==> config.mk <==
export PLATFORM = sky130hd
export DESIGN_NAME = slt_seq
export DESIGN_NICKNAME = d
export VERILOG_FILES = /design/src/rtl/slt_pkg.sv /design/src/rtl/slt_slice_cmp.sv /design/src/rtl/slt_seq.sv
export SDC_FILE = /design/constraint.sdc
export NUM_CORES = 1
export LEC_CHECK = 0
export CAP_MARGIN = 20
export CORE_ASPECT_RATIO = 0.6
export CORE_MARGIN = 5
export CORE_UTILIZATION = 46
export CTS_BUF_LIST = sky130_fd_sc_hd__clkbuf_8 sky130_fd_sc_hd__clkbuf_16
export DETAILED_ROUTE_END_ITERATION = 8
export MAX_ROUTING_LAYER = met4
export PLACE_DENSITY = 0.73
export SKIP_CTS_REPAIR_TIMING = 1
export SLEW_MARGIN = 40
export SYNTH_ARGS = -nofsm -noshare
export SYNTH_HDL_FRONTEND = slang
export SYNTH_SLANG_ARGS = --single-unit
==> constraint.sdc <==
create_clock -name clk -period 2.85 [get_ports clk]
set_input_delay 0.4275 -clock clk [delete_from_list [all_inputs] [get_ports clk]]
set_output_delay 0.4275 -clock clk [all_outputs]
set_load 0.02 [all_outputs]
==> src/rtl/slt_pkg.sv <==
// Shared types and helpers for the sequential set-less-than engine.
// The state encoding and slice-count math live here so the top stays small.
package slt_pkg;

    typedef enum logic [1:0] {
        IDLE = 2'd0,
        CMP  = 2'd1,
        DONE = 2'd2
    } state_t;

    // Wide enough for any practical slice count; the top checks the fit.
    localparam int SLT_IDX_W = 8;

    function automatic int nslice(input int width, input int slice);
        return width / slice;
    endfunction

endpackage

==> src/rtl/slt_slice_cmp.sv <==
// Combinational unsigned lt/eq of one operand slice.
// invert_msb_i biases the top slice so a signed compare reduces to unsigned.
module slt_slice_cmp #(
    parameter int SLICE = 4
) (
    input  logic [SLICE-1:0] a_i,
    input  logic [SLICE-1:0] b_i,
    input  logic             invert_msb_i,
    output logic             lt_o,
    output logic             eq_o
);

    logic [SLICE-1:0] mask;
    logic [SLICE-1:0] a_b;
    logic [SLICE-1:0] b_b;

    always_comb begin
        mask            = '0;
        mask[SLICE-1]   = invert_msb_i;
        a_b             = a_i ^ mask;
        b_b             = b_i ^ mask;
        lt_o            = (a_b < b_b);
        eq_o            = (a_i == b_i);
    end

endmodule

==> src/rtl/slt_seq.sv <==
// MSB-first multi-cycle set-less-than with start/done handshake.
// Define SLT_EARLY_EXIT_EN to stop on the first differing slice.
module slt_seq
    import slt_pkg::*;
#(
    parameter int WIDTH = 32,
    parameter int SLICE = 4
) (
    input  logic             clk,
    input  logic             rst_n,
    input  logic             start,
    input  logic [WIDTH-1:0] x,
    input  logic [WIDTH-1:0] y,
    input  logic             is_signed,
    output logic             busy,
    output logic             done,
    output logic             set,
    output logic             eq
);

    localparam int NSLICE = nslice(WIDTH, SLICE);
    localparam logic [SLT_IDX_W-1:0] LAST = SLT_IDX_W'(NSLICE - 1);

`ifdef SLT_EARLY_EXIT_EN
    localparam bit EARLY = 1'b1;
`else
    localparam bit EARLY = 1'b0;
`endif

    if ((WIDTH % SLICE) != 0) begin : g_bad_width
        $error("slt_seq: WIDTH must be a multiple of SLICE");
    end
    if (NSLICE > (1 << SLT_IDX_W)) begin : g_bad_idx
        $error("slt_seq: too many slices for index width");
    end

    state_t                 state_q, state_d;
    logic [SLT_IDX_W-1:0]   idx_q, idx_d;
    logic                   dec_q, dec_d;
    logic                   set_q, set_d;
    logic                   eq_q, eq_d;
    logic                   sgn_q, sgn_d;
    logic [WIDTH-1:0]       x_q, x_d;
    logic [WIDTH-1:0]       y_q, y_d;

    logic                   top_slice;
    logic                   s_lt;
    logic                   s_eq;
    logic                   hit;

    // Operands shift left each cycle so the live slice is always at the top.
    assign top_slice = sgn_q && (idx_q == LAST);

    slt_slice_cmp #(
        .SLICE (SLICE)
    ) u_cmp (
        .a_i          (x_q[WIDTH-1 -: SLICE]),
        .b_i          (y_q[WIDTH-1 -: SLICE]),
        .invert_msb_i (top_slice),
        .lt_o         (s_lt),
        .eq_o         (s_eq)
    );

    assign hit = !dec_q && !s_eq;

    always_ff @(posedge clk or negedge rst_n) begin
        if (!rst_n) begin
            state_q <= IDLE;
            idx_q   <= '0;
            dec_q   <= 1'b0;
            set_q   <= 1'b0;
            eq_q    <= 1'b0;
            sgn_q   <= 1'b0;
            x_q     <= '0;
            y_q     <= '0;
        end else begin
            state_q <= state_d;
            idx_q   <= idx_d;
            dec_q   <= dec_d;
            set_q   <= set_d;
            eq_q    <= eq_d;
            sgn_q   <= sgn_d;
            x_q     <= x_d;
            y_q     <= y_d;
        end
    end

    always_comb begin
        state_d = state_q;
        idx_d   = idx_q;
        dec_d   = dec_q;
        set_d   = set_q;
        eq_d    = eq_q;
        sgn_d   = sgn_q;
        x_d     = x_q;
        y_d     = y_q;

        unique case (state_q)
            IDLE: begin
                if (start) begin
                    x_d     = x;
                    y_d     = y;
                    sgn_d   = is_signed;
                    idx_d   = LAST;
                    dec_d   = 1'b0;
                    set_d   = 1'b0;
                    eq_d    = 1'b0;
                    state_d = CMP;
                end
            end
            CMP: begin
                x_d = x_q << SLICE;
                y_d = y_q << SLICE;
                if (hit) begin
                    dec_d = 1'b1;
                    set_d = s_lt;
                end
                if (hit && EARLY) begin
                    state_d = DONE;
                end else if (idx_q == '0) begin
                    state_d = DONE;
                    eq_d    = !(dec_q || hit);
                end else begin
                    idx_d = idx_q - 1'b1;
                end
            end
            DONE: begin
                state_d = IDLE;
            end
            default: begin
                state_d = IDLE;
            end
        endcase
    end

    assign busy = (state_q != IDLE);
    assign done = (state_q == DONE);
    assign set  = set_q;
    assign eq   = eq_q;

endmodule

==> flow_metrics.tcl, run 1 <==
set metrics [dict create \
    status "completed" \
    clk_path_buf_depth 2 \
    num_antenna_cells 0 \
    io_pins 72 \
    path_delay_family "buffers and inverters" \
    grtUsageTotal 0.195 \
    grt_max_degree 79 \
    fmax_ghz 0.464 \
    ir_drop_mv 0.441 \
    cts_buffers 9 \
    vias 2880 \
    end_kind "primary output" \
    cts-root-buf "clkbuf_16" \
    hp-class "in -> async" \
    core_area_um2 7330 \
    ys_warn_count 0 \
    postRouteAntennaNets 0 \
    cts_tree "built" \
    htreeDepth 3 \
    dp_hpwl_um 5630 \
    gp_congestion 0.826 \
    post-route-period-util 0.756 \
    drv_cap 0 \
    ys_ff_latch 78 \
    cts.sinks 78 \
    fin_tns_setup_ns 0 \
    antenna_found_initial 0 \
    grt-ovfl-total 0 \
    start_kind "register" \
    max_stage_delay_ns 0.55 \
    path_class "reg -> out" \
    rsz0062_at_grt "no" \
    cp_max_fo 8 \
    worst_skew_pair.late_latency_ns 0.34 \
    drt_iter0_markers 282 \
    die_width_um 122 \
    via_per_inst 5.33 \
    route.detailed.drc 0 \
    fin_crit_ns 2.16 \
    required_ns 2.42 \
    p_per_area_nw_per_um2 932 \
    hold_viol_final 0 \
    cp_num_buf_inv 1 \
    cp_slowest_cell "clkdlybuf4s50_1" \
    final_util 0.625 \
    die_height_um 77.4 \
    start_util 0.475 \
    total_leakage_power_uw 0.00221 \
    netlist_area_um2 3480 \
    dieArea_um2 9470 \
    fin_nets 505 \
    syn_inst 367 \
    synth_ff_type "dfrtp_1" \
    clk_pin_slew_ns 0.06 \
    firstDrtPassIters 4 \
    grt_pass1_wl_um 14000 \
    syn2layout_area_growth_pct 31.5 \
    rows 24 \
    drive_above_1_share 0.0711 \
    grt_pass1_vias 2884 \
    relSlewSlack 0.444 \
    avgSynthCellArea_um2 9.49 \
    worstPathArrival_ns 1.73 \
    tightest_slew_ns 0.827 \
    setup_viol 0 \
    port_buffers 71 \
    skew_ns 0.00762 \
    async_reset_ff_frac 1.00 \
    synth_cell_types 38 \
    slew_violations 0 \
    wl_um 8570 \
    synth_edf_count 0 \
    wl_per_cell_um 15.9 \
    yosysSeqAreaShare 0.561 \
    cp_cell_sequence "or2_2 > clkdlybuf4s50_1" \
    synth_fp_nets 441 \
]
## worst paths after layout
path	start	to	slack, ns	cells after the start
worst max register to register	idx_q[5]$_DFFE_PN0P_	idx_q[1]$_DFFE_PN0P_	0.77	4
worst max-delay path	state_q[0]$_DFFE_PN0P_	busy	0.69	2
max in group asynchronous	rst_n	y_q[16]$_DFFE_PN0P_	2.26	1
worst min-delay path	rst_n	y_q[22]$_DFFE_PN0P_	0.11	1
worst min register to register	x_q[5]$_DFFE_PN0P_	x_q[5]$_DFFE_PN0P_	0.47	2
min in group clk	x_q[5]$_DFFE_PN0P_	x_q[5]$_DFFE_PN0P_	0.47	2
## final cells by class
| type | instances | area, um2 |
|---|---|---|
| inverters | 7 | 26.3 |
| flip-flops and latches | 78 | 1950 |
| clock buffers | 12 | 267 |
| clock inverters | 4 | 22.5 |
| well taps | 104 | 130 |
| repair buffers | 77 | 757 |
| multi-input cells | 258 | 1430 |
| fillers | 661 | 2750 |
## worst register-to-register path: stages, from the launching register on
cell and delay (ns):
dfrtp_1 0.43, nor4_1 0.74, nand3_1 0.38, a211oi_1 0.34
a31oi_1 0.07
## cell usage in the layout (no fill, tap or decap), types with 3 or more instances in the layout
| cell | synthesis | layout |
|---|---|---|
| ha_1 | 6 | 6 |
| nand3_1 | 9 | 9 |
| a22oi_1 | 40 | 40 |
| dfrtp_1 | 78 | 78 |
| buf_4 | 0 | 6 |
| clkbuf_8 | 0 | 3 |
| nand2b_1 | 3 | 3 |
| clkbuf_16 | 0 | 9 |
| o211ai_1 | 3 | 3 |
| o21ai_0 | 5 | 5 |
| o22ai_1 | 17 | 17 |
| nand2_1 | 98 | 98 |
| o41ai_1 | 3 | 3 |
| inv_1 | 7 | 9 |
| clkdlybuf4s50_1 | 0 | 70 |
| nor2_1 | 39 | 38 |
## state kept, by name, indices dropped and copies added (netlist names)
register and count:
idx_q 8, y_q 32, set 1, x_q 32, state_q 2, eq 1
sgn_q 1, dec_q 1
## power by group
part	internal [uW]	leakage, uW	switching, uW	total, uW
registers	1460	0.00103	246	1710
clock network	654	0.000143	436	1090
logic	638	0.00103	831	1470
## synthesized netlist by cell type (all sizes together), types with 3 or more instances
library cell / count / area share
nand2: 98 / 0.11
o21ai: 5 / 0.0072
o41ai: 3 / 0.0075
nand3: 9 / 0.013
inv: 7 / 0.0075
ha: 6 / 0.022
o211ai: 3 / 0.0065
dfrtp: 78 / 0.56
clkbuf: 22 / 0.024
o22ai: 17 / 0.031
a22oi: 40 / 0.086
nor2: 39 / 0.042
nand2b: 3 / 0.0054
## logic make-up after synthesis
group                      share of synthesized area
AOI/OAI and AO/OA                              0.164
xor gates and xnor gates                     0.00503
and+or+nand+nor                                0.208
adders and majority gates                     0.0216
buffers and inverters                         0.0356
DFF                                            0.561
muxes                                        0.00575
## routing by layer
metal | part of all wire | up-vias | global-route usage
li1 | - | 1409 | -
met1 | 0.50 | 1405 | 0.275
met2 | 0.44 | 56 | 0.271
met3 | 0.052 | 10 | 0.0676
met4 | 0.0072 | 0 | 0.0436
met5 | 0 | - | -
## through the flow
step	setup slack [ns]	power, uW	instance area, um2	hold WS (ns)	instances
3_3_place_gp	0.657	3130	4290	0.459	524
4_1_cts	0.688	4300	4580	0.147	540
5_1_grt	0.593	4570	4580	0.183	540
6_report	0.695	4270	4580	0.111	540
2_1_floorplan	1.04	2720	3480	0.132	367
3_5_place_dp	0.581	3180	4290	0.463	524
Note: power is estimated with default switching activity, not from simulation.
==> run 2, diff against run 1 <==
==> constraint.sdc (replaced) <==
create_clock -name clk -period 2 [get_ports clk]
set_input_delay 0.3 -clock clk [delete_from_list [all_inputs] [get_ports clk]]
set_output_delay 0.3 -clock clk [all_outputs]
set_load 0.02 [all_outputs]
==> run 2 against run 1 <==
Net effect:
- clock power grew 53%
- critical path type is now reg -> reg
- sequential share of layout area decreased by 1.4 points
- cell area grew 3.5%
- non-clock buffer count up 11
- critical path depth is 5 higher
- clock skew shrank 0.0025 ns
- count of clock-buffer cells in the layout is 1 lower
==> flow_metrics.tcl, run 2 (synthesized netlist as in run 1, its figures left out) <==
set metrics [dict create \
    drv_cap 0 \
    fin_crit_ns 1.91 \
    cp_slowest_cell "or3b_2" \
    grt-ovfl-total 0 \
    fmax_ghz 0.524 \
    power_uw 6410 \
    die_height_um 77.4 \
    total_leakage_power_uw 0.00228 \
    ir_drop_mv 0.596 \
    start_util 0.475 \
    gp_congestion 0.817 \
    htreeDepth 3 \
    cts_tree "built" \
    slew_violations 0 \
    clk_path_buf_depth 2 \
    wl_um 8740 \
    grt_use_met1 0.282 \
    cts_buffers 9 \
    setup_viol 0 \
    tightest_slew_ns 0.486 \
    cp_max_fo 5 \
    io_pins 72 \
    p_per_area_nw_per_um2 1350 \
    clk_pin_slew_ns 0.06 \
    cts.sinks 78 \
    worst_skew_pair.late_latency_ns 0.34 \
    postRouteAntennaNets 0 \
    grt_pass1_wl_um 14600 \
    required_ns 2.22 \
    antenna_found_initial 0 \
    firstDrtPassIters 5 \
    gr-max-usage-layer "met1" \
    dp_hpwl_um 5940 \
    end_kind "register" \
    relSlewSlack 0.676 \
    core_area_um2 7330 \
    cts-root-buf "clkbuf_16" \
    rsz0062_at_grt "no" \
    final_common_cell "nand2_1" \
    grt.met2_usage 0.281 \
    port_buffers 71 \
    path_class "reg -> reg" \
    use_met3 0.0698 \
    hold_viol_final 0 \
    drt_iter0_markers 230 \
    post-route-period-util 0.955 \
    whs_ns 0.469 \
    route.detailed.drc 0 \
    hp-class "in -> async" \
    grt_pass1_vias 2930 \
    syn2layout_area_growth_pct 36.1 \
    dieArea_um2 9470 \
    max_stage_delay_ns 0.50 \
    fin_nets 516 \
    via_per_inst 5.25 \
    drive_above_1_share 0.101 \
    rows 24 \
    cp_cell_sequence "inv_2 > ha_2 > or3b_2 > o211ai_1 > buf_4 > xor2_1 > nand2_1" \
    start_kind "register" \
    status "completed" \
    reg.largest.list "x_q: 32 flops, y_q: 32 flops, idx_q: 8 flops" \
    wl_per_cell_um 15.9 \
    grt_max_degree 39 \
    grtUsageTotal 0.201 \
    num_antenna_cells 0 \
    worstPathArrival_ns 2.13 \
    die_width_um 122 \
    skew_ns 0.00508 \
    most-common-layout-cells "98 x nand2_1, 78 x dfrtp_1, 69 x clkdlybuf4s50_1" \
    vias 2890 \
]
[run 2: metal layers]
layer / part of all wire / up-vias / wire length (um)
li1: - / 1432 / -
met3: 0.048 / 8 / 418
met4: 0.0056 / 0 / 49
met5: 0 / - / 0
met1: 0.50 / 1389 / 4350
met2: 0.45 / 61 / 3920
[run 2: final timing paths]
check,cells past startpoint,endpoint,slack (ns),start
setup / recovery,7,idx_q[2]$_DFFE_PN0P_,0.09,idx_q[0]$_DFFE_PN0P_
hold / removal,2,y_q[18]$_DFFE_PN0P_,0.47,rst_n
setup reg to reg,7,idx_q[2]$_DFFE_PN0P_,0.09,idx_q[0]$_DFFE_PN0P_
hold reg to reg,2,x_q[12]$_DFFE_PN0P_,0.48,x_q[12]$_DFFE_PN0P_
max in group asynchronous,3,y_q[11]$_DFFE_PN0P_,0.98,rst_n
min in group clk,2,x_q[12]$_DFFE_PN0P_,0.48,x_q[12]$_DFFE_PN0P_
[run 2: layout make-up]
cell class	instances	area (um2)
fill	640	2590
sequential	78	1950
multi-input combinational	258	1430
timing repair buffer	88	891
clock buffer	11	253
tap	104	130
clock inverter	4	55.1
inverter	7	26.3
[run 2: stage by stage]
step | utilization | TNS (ns) | cells | setup slack [ns] | area [um2]
after floorplan | - | 0 | 367 | 0.185 | 3480
after global placement | 0.601 | 0 | 533 | 0.0681 | 4400
after detailed placement | 0.601 | 0 | 533 | 0.0282 | 4400
after CTS | 0.643 | -0.0337 | 548 | -0.0274 | 4710
after global routing | 0.647 | 0 | 550 | 0.00412 | 4740
final | 0.647 | 0 | 550 | 0.0900 | 4740
[run 2: power by group]
| group | internal [uW] | switching (uW) |
|---|---|---|
| logic | 1050 | 1260 |
| clock network | 1030 | 641 |
| registers | 2080 | 341 |
[run 2: worst max-delay path: cells and delay by family, from the launching register on]
| kind | cells | cell delay, ns |
|---|---|---|
| buffers and inverters | 2 | 0.26 |
| DFF | 1 | 0.40 |
| xor gates and xnor gates | 1 | 0.16 |
| adders and majority gates | 1 | 0.21 |
| and+or+nand+nor | 2 | 0.57 |
| AOI/OAI and AO/OA | 1 | 0.20 |
==> run 3, diff against run 2 <==
--- a/config.mk
+++ b/config.mk
@@ -6,7 +6,7 @@
 export NUM_CORES = 1
 export LEC_CHECK = 0
 export CAP_MARGIN = 20
-export CORE_ASPECT_RATIO = 0.6
+export CORE_ASPECT_RATIO = 0.9
 export CORE_MARGIN = 5
 export CORE_UTILIZATION = 46
 export CTS_BUF_LIST = sky130_fd_sc_hd__clkbuf_8 sky130_fd_sc_hd__clkbuf_16
@@ -14,7 +14,6 @@
 export MAX_ROUTING_LAYER = met4
 export PLACE_DENSITY = 0.73
 export SKIP_CTS_REPAIR_TIMING = 1
-export SLEW_MARGIN = 40
 export SYNTH_ARGS = -nofsm -noshare
 export SYNTH_HDL_FRONTEND = slang
 export SYNTH_SLANG_ARGS = --single-unit
==> run 3 against run 2 <==
Net effect:
- non-clock buffer count grew 1
- first-iteration DRC count shrank 17%
- count of clock-buffer cells in the layout shrank 1
- global-route usage shrank 0.68 points
- worst hold slack worse by 0.039 ns
- sequential share of layout area increased by 1.0 points
- highest routed layer unchanged
- critical path type unchanged
- critical path depth is 3 lower
- cell area is 2.4% lower
- clock skew is 0.0013 ns higher
- critical endpoint is now idx_q[7]$_DFFE_PN0P_
==> flow_metrics.tcl, run 3 (synthesized netlist as in run 1, its figures left out) <==
set metrics [dict create \
    status "completed" \
    grt_max_degree 51 \
    cts.sinks 78 \
    wl_per_cell_um 15.2 \
    postRouteAntennaNets 0 \
    drt_iter0_markers 190 \
    wl_um 8260 \
    setup_viol 0 \
    firstDrtPassIters 5 \
    max_stage_delay_ns 0.47 \
    path_delay_family "simple AND/OR/NAND/NOR gates" \
    required_ns 2.26 \
    dp_hpwl_um 5680 \
    gp_congestion 0.831 \
    hold_viol_final 0 \
    die_width_um 102 \
    ir_drop_mv 0.606 \
    dieArea_um2 9410 \
    p_per_area_nw_per_um2 1270 \
    htreeDepth 3 \
    fin_nets 517 \
    rows 30 \
    power_uw 5870 \
    fmax_ghz 0.531 \
    syn2layout_area_growth_pct 32.8 \
    r2r_end "idx_q[7]$_DFFE_PN0P_" \
    cts-root-buf "clkbuf_8" \
    grtUsageTotal 0.194 \
    drv_cap 0 \
    clk_path_buf_depth 2 \
    worstPathArrival_ns 2.15 \
    antenna_found_initial 0 \
    grt_pass1_vias 3037 \
    rsz0062_at_grt "no" \
    path_class "reg -> reg" \
    cp_slowest_cell "dfrtp_1" \
    cp_cell_sequence "or3_4 > or4_4 > nor4_1 > mux2i_1" \
    vias 2908 \
    layout_setup_ws_ns 0.117 \
    die_height_um 92.5 \
    start_util 0.466 \
    skew_ns 0.00639 \
    worst_skew_pair.late_latency_ns 0.35 \
    grt-ovfl-total 0 \
    total_leakage_power_uw 0.00223 \
    clk_pin_slew_ns 0.08 \
    slew_violations 0 \
    cp_max_fo 8 \
    post-route-period-util 0.942 \
    most-common-layout-cells "98 x nand2_1, 78 x dfrtp_1, 69 x clkdlybuf4s50_1" \
    tightest_slew_ns 0.441 \
    reg.largest.list "x_q: 32 flops, y_q: 32 flops, idx_q: 8 flops" \
    start_kind "register" \
    core_area_um2 7470 \
    relSlewSlack 0.703 \
    final_util 0.619 \
    cts_buffers 9 \
    via_per_inst 5.35 \
    r2r_cells 4 \
    grt_pass1_wl_um 14100 \
    hp-class "in -> async" \
    fin_crit_ns 1.88 \
    num_antenna_cells 0 \
    cp_num_buf_inv 0 \
    worstReg2RegStart "idx_q[2]$_DFFE_PN0P_" \
    port_buffers 71 \
    io_pins 72 \
    drive_above_1_share 0.103 \
    cts_tree "built" \
    final_common_cell "nand2_1" \
    pre_cts_ws_ns 0.0239 \
    end_kind "register" \
    r2r_slack_ns 0.12 \
    route.detailed.drc 0 \
]
[run 3: per-stage QoR]
| step | instances | cell area (um2) | hold slack [ns] | TNS [ns] |
|---|---|---|---|---|
| 6_report | 544 | 4630 | 0.430 | 0 |
| 5_1_grt | 544 | 4630 | 0.459 | 0 |
| 4_1_cts | 542 | 4600 | -0.126 | -0.0446 |
| 3_5_place_dp | 526 | 4400 | 0.252 | 0 |
| 3_3_place_gp | 526 | 4400 | 0.249 | 0 |
| 2_1_floorplan | 367 | 3480 | 0.00441 | 0 |
[run 3: how the worst max path moves through the flow]
stage	cells after the start	start	slack, ns	endpoint
5_1_grt	2	state_q[1]$_DFFE_PN0P_	0.005	done
3_5_place_dp	5	start	0.02	idx_q[7]$_DFFE_PN0P_
4_1_cts	2	state_q[0]$_DFFE_PN0P_	-0.04	busy
6_report	4	idx_q[2]$_DFFE_PN0P_	0.12	idx_q[7]$_DFFE_PN0P_
3_3_place_gp	5	start	0.10	idx_q[5]$_DFFE_PN0P_
2_1_floorplan	6	idx_q[0]$_DFFE_PN0P_	0.19	idx_q[6]$_DFFE_PN0P_
[run 3: metal layers]
| metal | part of all wire | GRT usage | up-vias |
|---|---|---|---|
| li1 | - | - | 1431 |
| met1 | 0.44 | 0.240 | 1418 |
| met2 | 0.51 | 0.319 | 53 |
| met3 | 0.037 | 0.0535 | 6 |
| met4 | 0.010 | 0.0432 | 0 |
| met5 | 0 | - | - |
[run 3: cell type report]
class	count	area, um2
well taps	96	120
flip-flops and latches	78	1950
repair buffers	89	898
clock buffers	10	138
inverters	7	26.3
fillers	643	2840
multi-input cells	258	1430
clock inverters	6	61.3
[run 3: power by group]
group / internal [uW] / leakage [uW] / total (uW) / switching (uW)
registers: 2080 / 0.00103 / 2410 / 335
clock network: 606 / 0.000102 / 1170 / 564
logic: 1070 / 0.00110 / 2290 / 1220
total: 3750 / 0.00223 / 5870 / 2120
